`src/rtl/composite_video_pkg.sv`:
```
// Shared types and NTSC default timings for the composite sync generator.
package composite_video_pkg;

   typedef enum logic [2:0] {
      ST_IDLE,
      ST_VERT,
      ST_BLANK,
      ST_ACTIVE,
      ST_HALF
   } state_t;

   // Vertical interval: 9 lines = 18 half-lines; lines 3..5 carry the serrated broad pulses.
   localparam int VERT_LINES = 9;
   localparam int SERR_FIRST = 3;
   localparam int SERR_END   = 6;

   localparam int NTSC_LINE_CYC    = 3180;
   localparam int NTSC_HSYNC_CYC   = 235;
   localparam int NTSC_EQ_CYC      = 115;
   localparam int NTSC_ACT_START   = 469;
   localparam int NTSC_ACT_END     = 3099;
   localparam int NTSC_BLANK_LINES = 11;
   localparam int NTSC_ACT_LINES   = 242;

   localparam logic [7:0] NTSC_SYNC_LVL  = 8'h00;
   localparam logic [7:0] NTSC_BLANK_LVL = 8'h7F;
   localparam logic [7:0] NTSC_BLACK_LVL = 8'h8A;

endpackage

```
`src/rtl/video_line_timer.sv`:
```
// Horizontal cycle counter with full/half-line wrap and sync pulse-width compares.
module video_line_timer #(
   parameter int CW        = 12,
   parameter int LINE_CYC  = 3180,
   parameter int HSYNC_CYC = 235,
   parameter int EQ_CYC    = 115
) (
   input  logic          clk,
   input  logic          reset,
   input  logic          run,
   input  logic          half_mode,
   output logic [CW-1:0] x,
   output logic          line_end,
   output logic          hsync_pulse,
   output logic          eq_pulse,
   output logic          broad_pulse
);
   localparam int H = LINE_CYC / 2;
   localparam logic [CW-1:0] LAST_FULL = CW'(LINE_CYC - 1);
   localparam logic [CW-1:0] LAST_HALF = CW'(H - 1);
   localparam logic [CW-1:0] HALF_X    = CW'(H);
   localparam logic [CW-1:0] HS_W      = CW'(HSYNC_CYC);
   localparam logic [CW-1:0] EQ_W      = CW'(EQ_CYC);
   localparam logic [CW-1:0] BROAD_W   = CW'(H - HSYNC_CYC);

   logic [CW-1:0] xh;

   // Equalising and broad pulses repeat every half-line, so compare against the offset in the half.
   assign xh          = (x >= HALF_X) ? x - HALF_X : x;
   assign line_end    = (x == (half_mode ? LAST_HALF : LAST_FULL));
   assign hsync_pulse = (x < HS_W);
   assign eq_pulse    = (xh < EQ_W);
   assign broad_pulse = (xh < BROAD_W);

   always_ff @(posedge clk or negedge reset) begin
      if (!reset)
         x <= '0;
      else if (!run || line_end)
         x <= '0;
      else
         x <= x + CW'(1);
   end

endmodule

```
`src/rtl/composite_sync_gen.sv`:
```
// Composite video timing and DAC level generator (progressive or 2-field interlace).
// Internal counters run one cycle ahead; every output is registered from that look-ahead position.
module composite_sync_gen
   import composite_video_pkg::*;
#(
   parameter int DW          = 8,
   parameter int CW          = 12,
   parameter int LW          = 10,
   parameter int LINE_CYC    = NTSC_LINE_CYC,
   parameter int HSYNC_CYC   = NTSC_HSYNC_CYC,
   parameter int EQ_CYC      = NTSC_EQ_CYC,
   parameter int ACT_START   = NTSC_ACT_START,
   parameter int ACT_END     = NTSC_ACT_END,
   parameter int BLANK_LINES = NTSC_BLANK_LINES,
   parameter int ACT_LINES   = NTSC_ACT_LINES,
   parameter int INTERLACE   = 0,
   parameter logic [DW-1:0] SYNC_LVL  = DW'(NTSC_SYNC_LVL),
   parameter logic [DW-1:0] BLANK_LVL = DW'(NTSC_BLANK_LVL),
   parameter logic [DW-1:0] BLACK_LVL = DW'(NTSC_BLACK_LVL)
) (
   input  logic          clk,
   input  logic          reset,
   input  logic          enable,
   input  logic [DW-1:0] pix_data,
   output logic          pix_req,
   output logic [DW-1:0] dac,
   output logic          sync_n,
   output logic          active,
   output logic          field,
   output logic [LW-1:0] line,
   output logic [CW-1:0] xpos,
   output logic          frame_start
);
   localparam logic [LW-1:0] L_VERT_LAST  = LW'(VERT_LINES - 1);
   localparam logic [LW-1:0] L_BLANK_LAST = LW'(VERT_LINES + BLANK_LINES - 1);
   localparam logic [LW-1:0] L_FIELD_LAST = LW'(VERT_LINES + BLANK_LINES + ACT_LINES - 1);
   localparam logic [LW-1:0] L_SERR_FIRST = LW'(SERR_FIRST);
   localparam logic [LW-1:0] L_SERR_END   = LW'(SERR_END);
   localparam logic [CW-1:0] X_REQ_FIRST  = CW'(ACT_START - 1);
   localparam logic [CW-1:0] X_REQ_LAST   = CW'(ACT_END - 2);
   localparam logic [CW-1:0] X_ACT_FIRST  = CW'(ACT_START);
   localparam logic [CW-1:0] X_ACT_END    = CW'(ACT_END);

   state_t        state, ph;
   logic [LW-1:0] line_c;
   logic          field_c;
   logic [CW-1:0] x;
   logic          line_end, hsync_pulse, eq_pulse, broad_pulse;
   logic          sync_c, video_c, req_c, fs_c, pix_req_r;
   logic [DW-1:0] pix_clamped;

   video_line_timer #(
      .CW(CW), .LINE_CYC(LINE_CYC), .HSYNC_CYC(HSYNC_CYC), .EQ_CYC(EQ_CYC)
   ) u_timer (
      .clk(clk), .reset(reset), .run(enable), .half_mode(ph == ST_HALF),
      .x(x), .line_end(line_end), .hsync_pulse(hsync_pulse),
      .eq_pulse(eq_pulse), .broad_pulse(broad_pulse)
   );

   // IDLE parks the look-ahead at the start of the vertical interval so run-up is immediate.
   always_comb begin
      ph = (state == ST_IDLE) ? ST_VERT : state;
      sync_c = hsync_pulse;
      if (ph == ST_VERT)
         sync_c = (line_c >= L_SERR_FIRST && line_c < L_SERR_END) ? broad_pulse : eq_pulse;
      video_c = (ph == ST_ACTIVE) && (x >= X_ACT_FIRST) && (x < X_ACT_END);
      req_c   = (ph == ST_ACTIVE) && (x >= X_REQ_FIRST) && (x <= X_REQ_LAST);
      fs_c    = (ph == ST_VERT) && (line_c == '0) && (x == '0) && !field_c;
      pix_clamped = (pix_data > BLACK_LVL) ? pix_data : BLACK_LVL;
   end

   assign pix_req = pix_req_r & enable;

   always_ff @(posedge clk or negedge reset) begin
      if (!reset) begin
         state       <= ST_IDLE;
         line_c      <= '0;
         field_c     <= 1'b0;
         dac         <= BLANK_LVL;
         sync_n      <= 1'b1;
         active      <= 1'b0;
         pix_req_r   <= 1'b0;
         field       <= 1'b0;
         line        <= '0;
         xpos        <= '0;
         frame_start <= 1'b0;
      end else begin
         if (!enable) begin
            state   <= ST_IDLE;
            line_c  <= '0;
            field_c <= 1'b0;
         end else if (!line_end) begin
            state <= ph;
         end else begin
            case (ph)
               ST_VERT: begin
                  line_c <= line_c + LW'(1);
                  state  <= (line_c == L_VERT_LAST) ? ST_BLANK : ST_VERT;
               end
               ST_BLANK: begin
                  line_c <= line_c + LW'(1);
                  state  <= (line_c == L_BLANK_LAST) ? ST_ACTIVE : ST_BLANK;
               end
               ST_ACTIVE: begin
                  if (line_c != L_FIELD_LAST) begin
                     line_c <= line_c + LW'(1);
                     state  <= ST_ACTIVE;
                  end else if (INTERLACE != 0 && !field_c) begin
                     line_c <= line_c + LW'(1);
                     state  <= ST_HALF;
                  end else begin
                     line_c  <= '0;
                     field_c <= (INTERLACE != 0) ? !field_c : 1'b0;
                     state   <= ST_VERT;
                  end
               end
               ST_HALF: begin
                  line_c  <= '0;
                  field_c <= 1'b1;
                  state   <= ST_VERT;
               end
               default: state <= ST_IDLE;
            endcase
         end

         // pix_data is sampled while the previous output cycle had pix_req high.
         dac         <= (!enable) ? BLANK_LVL : sync_c ? SYNC_LVL : video_c ? pix_clamped : BLANK_LVL;
         sync_n      <= !(enable && sync_c);
         active      <= enable && video_c;
         pix_req_r   <= enable && req_c;
         field       <= enable && field_c;
         line        <= enable ? line_c : '0;
         xpos        <= enable ? x : '0;
         frame_start <= enable && fs_c;
      end
   end

endmodule
```
`config.mk`:
```
export PLATFORM = sky130hd
export DESIGN_NAME = composite_sync_gen
export DESIGN_NICKNAME = d
export VERILOG_FILES = /design/src/rtl/composite_video_pkg.sv /design/src/rtl/video_line_timer.sv /design/src/rtl/composite_sync_gen.sv
export SDC_FILE = /design/constraint.sdc
export NUM_CORES = 1
export LEC_CHECK = 0
export ABC_AREA = 0
export BUFFER_PORTS_ARGS = -buffer_cell sky130_fd_sc_hd__buf_2
export CORE_MARGIN = 2
export CORE_UTILIZATION = 32
export CTS_BUF_LIST = sky130_fd_sc_hd__clkbuf_8 sky130_fd_sc_hd__clkbuf_16
export DETAILED_ROUTE_END_ITERATION = 8
export PLACE_DENSITY = 0.54
export SYNTH_ARGS = -nofsm -noshare
export SYNTH_HDL_FRONTEND = slang
export SYNTH_SLANG_ARGS = --single-unit
```
`constraint.sdc`:
```
create_clock -name clk -period 3.51 [get_ports clk]
set_input_delay 0.351 -clock clk [delete_from_list [all_inputs] [get_ports clk]]
set_output_delay 0.351 -clock clk [all_outputs]
set_load 0.01 [all_outputs]
```
# After elaboration in Yosys (flattened, before gate mapping)
# Index checks and enable logic that the tools add are counted.
classes:
  n_addsub: 3
  magnitude_cmp: 11
  n_eq_ne: 12
  n_mux: 26
  bitwise: 1
  n_reduce_logical: 23
ops:
  columns: ["operator", "n"]
  rows:
  - ["$mux 12", 4]
  - ["$mux 10", 4]
  - ["$mux 8", 4]
  - ["$pmux 10 s3", 1]
  - ["$ge 12x9->1 const B", 2]
  - ["$logic_and 1x1->1", 13]
  - ["$add 12x1->12 const B", 1]
  - ["$eq 12x12->1", 1]
  - ["$ge 12x11->1 const B", 1]
  - ["$le 12x12->1 const B", 1]
  - ["$logic_not 12->1", 1]
  - ["$lt 12x11->1 const B", 1]
  - ["$lt 12x12->1 const B", 1]
  - ["$lt 12x7->1 const B", 1]
  - ["$lt 12x8->1 const B", 1]
  - ["$sub 12x11->12 const B", 1]
  - ["$add 10x1->10 const B", 1]
  - ["$eq 10x4->1 const B", 1]
  - ["$eq 10x5->1 const B", 1]
  - ["$ge 10x2->1 const B", 1]
  - ["$logic_not 10->1", 1]
  - ["$lt 10x3->1 const B", 1]
  - ["$ne 10x9->1 const B", 1]
  - ["$mux 3", 3]
  - ["other kinds (19)", 28]
word_totals:
  ff_bits: 61
  inputBits: 11
  output_inout_bits: 35
  wordCells: 88

# Logic depth before layout (Yosys ltp)
depth:
  depth_word: 8
  ltp_mapped: 10
  mapped_depth_nobuf: 9

# Cells and area by module
# From an unflattened synthesis, not the netlist that was laid out.
unflattened:
  cells_unflattened: 361
  area_unflattened_um2: 3448.3
by_module_without_submodules:
  columns: ["mod", "instances", "cells_each", "area_per_inst_um2", "seq_area_each_um2"]
  rows:
  - ["composite_sync_gen", 1, 212, 2238.4, 1236.2]
  - ["video_line_timer", 1, 149, 1209.9, 300.3]

# Worst setup path after synthesis
# No wires, ideal clock.
synth_timing:
  path_type: "register to register"
  startpoint: "register u_timer.x[1]"
  endpoint: "register dac[0]"
  setup_ns: 0.097
  arrival_ns: 2.401
  required_ns: 3.413
  setup_slack_ns: 1.012
  path_stages_with_launch: 11
  n_path_buf: 2
  period_less_slack_ns: 2.498
  cell_sequence: "dfrtp_1 ha_1 buf_2 nor2b_1 a31oi_4 buf_6 a211oi_1 a2111oi_2 nand3b_1 a311oi_4 nor3_1"
synth_via:
  elab_chain_cells: 7
  word_cells_on_any_way: 15
synth_rtl:
  columns: ["item", "line_no", "rtl"]
  rows:
  - ["start, declared", "video_line_timer.sv:12", "output logic [CW-1:0] x,"]
  - ["start signal, assigned", "video_line_timer.sv:41", "x <= x + CW'(1);"]
  - ["$sub 12x11->12 or $ge 12x11->1 (tied branches)", "video_line_timer.sv:29", "assign xh = (x >= HALF_X) ? x - HALF_X : x;"]
  - ["$mux 12", "video_line_timer.sv:29", null]
  - ["$lt 12x7->1 or $lt 12x11->1 (tied branches)", "video_line_timer.sv:32, video_line_timer.sv:33", null]
  - ["$mux 1", "composite_sync_gen.sv:65", "sync_c = (line_c >= L_SERR_FIRST && line_c < L_SERR_END) ? broad_pulse : eq_pulse;"]
  - ["$mux 1", "composite_sync_gen.sv:64", "if (ph == ST_VERT)"]
  - ["$mux 8 (*) (2 in series)", "composite_sync_gen.sv:127", "dac <= (!enable) ? BLANK_LVL : sync_c ? SYNC_LVL : video_c ? pix_clamped : BLANK_LVL;"]
  - ["end signal, assigned", "composite_sync_gen.sv:127", null]
  - ["end, declared", "composite_sync_gen.sv:26", "output logic [DW-1:0] dac,"]
# Every way passes the cells marked *; elsewhere a longest branch is shown, timed or not.
# A chain may end at the register's enable or synchronous reset.

# Final worst setup path
layout_timing:
  startpoint: "register u_timer.x[2]"
  endpoint: "register dac[5]"
# Same word-level chain as after synthesis.

==> impl_metrics.ini <==
[final_layout]
drive_above_1_share_pct = 22.0
fin_nets = 424
area_delta_synth_final_pct = 17.1
utilization_pct = 39.0
diodes = 0
fillers = 1061

[timing]
fin_setup_tns_ns = 0
fin_crit_ns = 2.96
setup_violations = 0
skew_ns = 0.00860
slew_violations = 0
slew_headroom_pct = 52.7
finalCritPeriodShare_pct = 84.3
tightest_slew_ns = 0.708
finalHoldViolations = 0
fmax_mhz = 338
rsz0062_at_grt = no
hold_ws_ns = 0.00577

[setup_path]
start_kind = register
crit_required_ns = 3.76
r2r_slack_ns = 0.55
arrival_ns = 3.21
r2r_cells = 8
regToRegEndpoint = dac[5]$_DFF_PN1_
crit-reg2reg-launch = u_timer.x[2]$_DFF_PN0_
end_kind = register
critPathKind = reg -> reg
cp_max_fo = 15

[min_path]
min_path_type = in -> async

[routing]
routed_wl_um = 8110
wl_per_cell_um = 14.9
final_antenna_net_count = 0
num_vias = 2817
drc = 0
first_pass_iters = 5
drt_first_iter_violations = 187
viasPerCell = 5.16

[place]
hpwl_um = 5900
place.port_buffers = 45
routabilityCongestion = 0.854

[yosys]
ys_top_cells_by_count = dfrtp_1, nor2_1, and2_1
synth-compound-area-share_pct = 16.1
synth_top_family_by_area = simple AND/OR/NAND/NOR gates
yosysSeqAreaShare_pct = 44.3
synthXorXnorAreaFrac_pct = 4.80
synth_most_common_cell = dfrtp_1
yosys.area.top_type = dfrtp_1
syn_area_um2 = 3470
ys_warn_count = 0
synth_flop_cell = dfrtp_1
postSynth.asyncResetShare_pct = 100
synth-edff-count = 0
synth.area.top_cells = dfrtp_1, dfstp_2, and2_1
synth-adder-area-share_pct = 2.89
synthMuxAreaShare_pct = 2.09
ys_ff_latch = 61
syn_area_per_cell_um2 = 9.50
syn_inst = 365
synth-simple-area-share_pct = 25.2
synth_top_area_share_pct = 38.3
yosysUniqueCellTypes = 64
syn_nets = 384

[job]
cap_violations = 0

[die]
num_rows = 37
coreArea_um2 = 10400
die_width_um = 108
die_area_um2 = 11700
die_h_um = 108
start_util_pct = 33.3
pin_count = 46

[clock_network]
cts.sinks = 61
cts.clk_slew.worst_paths_ns = 0.07
clock_latency_ns = 0.35
hold_buffers = 0
htreeDepth = 3
cts_tree = done
cts_root_buf = clkbuf_8
clockBufferDepth = 2
post-cts-setup-buffer-count = 0
cts_resized = 0
cts_made_buffers = 9

[global_route]
grt_pass1_wl_um = 13600
gr-total-overflow = 0
grt_pass1_vias = 2754
grtUsageTotal_pct = 15.0
grt_max_degree = 35
grt_antenna_before_repair = 0

[status]
status = finished, final reports clean

[pwr]
ir_drop_uv = 165
p_leak_uw = 0.00181
power_density_nw_per_um2 = 394
==> power by group <==
part	internal (µW)	leakage, µW	switching (µW)
logic	28.8	0.000871	53.2
clock network	511	0.000126	277
registers	718	0.000818	11.9
total	1260	0.00181	342
==> through the flow <==
step	std cells	setup WS [ns]	cell area, µm²	power, µW
after global placement	530	0.685	3800	827
after detailed placement	530	0.565	3800	826
after global routing	546	0.238	4060	1670
final	546	0.549	4060	1600
after floorplan	365	1.01	3470	782
after CTS	546	0.555	4060	1630
==> worst max path at each step <==
stage | from | end | slack (ns)
global placement | u_timer.x[2]$_DFF_PN0_ | dac[5]$_DFF_PN1_ | 0.69
CTS | u_timer.x[2]$_DFF_PN0_ | dac[5]$_DFF_PN1_ | 0.55
finish | u_timer.x[2]$_DFF_PN0_ | dac[5]$_DFF_PN1_ | 0.55
floorplan | u_timer.x[1]$_DFF_PN0_ | dac[0]$_DFF_PN1_ | 1.01
detailed placement | u_timer.x[2]$_DFF_PN0_ | dac[5]$_DFF_PN1_ | 0.57
global route | u_timer.x[2]$_DFF_PN0_ | dac[1]$_DFF_PN1_ | 0.24
==> registers in the layout (all words and copies together) (netlist names) <==
signal,count
state,3
u_timer.x,12
field_c,1
field,1
frame_start,1
line_c,10
line,10
active,1
dac,8
pix_req_r,1
sync_n,1
xpos,12
==> per-layer routing <==
metal	wire length, µm	up-vias	global-route usage, %
met3	367	13	2.71
met5	0	-	0
met4	213	0	8.70
li1	-	1362	-
met1	3880	1371	19.8
met2	3650	71	23.1
==> critical path: stages, from the launching register on <==
cell	delay [ns]
dfrtp_1	0.59
ha_1	0.42
nor2b_1	0.26
a31oi_4	0.19
a2111oi_1	0.56
xor2_1	0.11
and3b_1	0.23
a311oi_4	0.37
nor3_1	0.12
==> cell usage in the layout (no fill, tap or decap), types with 2 or more instances in the layout <==
cell,Yosys,routed
dfrtp_1,53,53
buf_2,5,45
nor2_1,38,38
and2_1,28,28
nand2_1,21,21
nor3_1,19,19
a21oi_1,18,18
o21ai_0,15,15
inv_1,14,14
xnor2_1,13,13
clkbuf_8,0,11
nand3_1,10,10
ha_1,8,8
dfstp_2,8,8
nor2b_1,7,7
and3_1,6,6
xor2_1,6,6
buf_4,0,6
nand3b_1,5,5
nand4_1,5,5
a211oi_1,5,5
mux2i_1,5,5
nand2b_1,4,4
nor3b_1,3,3
or3_1,3,3
nor4_1,3,3
bufinv_16,0,3
and4bb_2,2,2
a21oi_2,2,2
o211ai_1,2,2
nand4b_1,2,2
a2111oi_1,2,2
a21boi_0,2,2
mux2_2,2,2
o31ai_1,2,2
==> cell type report <==
type | count | area (µm²) | share of cell area (%)
Tap cell | 136 | 170 | 4.19
Timing Repair Buffer | 51 | 270 | 6.66
Clock buffer | 11 | 151 | 3.73
Sequential cell | 61 | 1540 | 37.8
Inverter | 14 | 52.6 | 1.29
Multi-Input combinational cell | 268 | 1770 | 43.7
Clock inverter | 5 | 106 | 2.62
==> kinds of logic (layout without fill, tap and decap cells) <==
kind of cell | after synthesis | after routing
AO/OA/AOI/OAI | 72 | 72
XOR/XNOR | 19 | 19
adder cells (fa/ha/maj) | 8 | 8
buffers and inverters | 36 | 81
flip-flops | 61 | 61
multiplexers | 7 | 7
AND/OR/NAND/NOR | 162 | 162
Note: power is estimated with default switching activity, not from simulation.
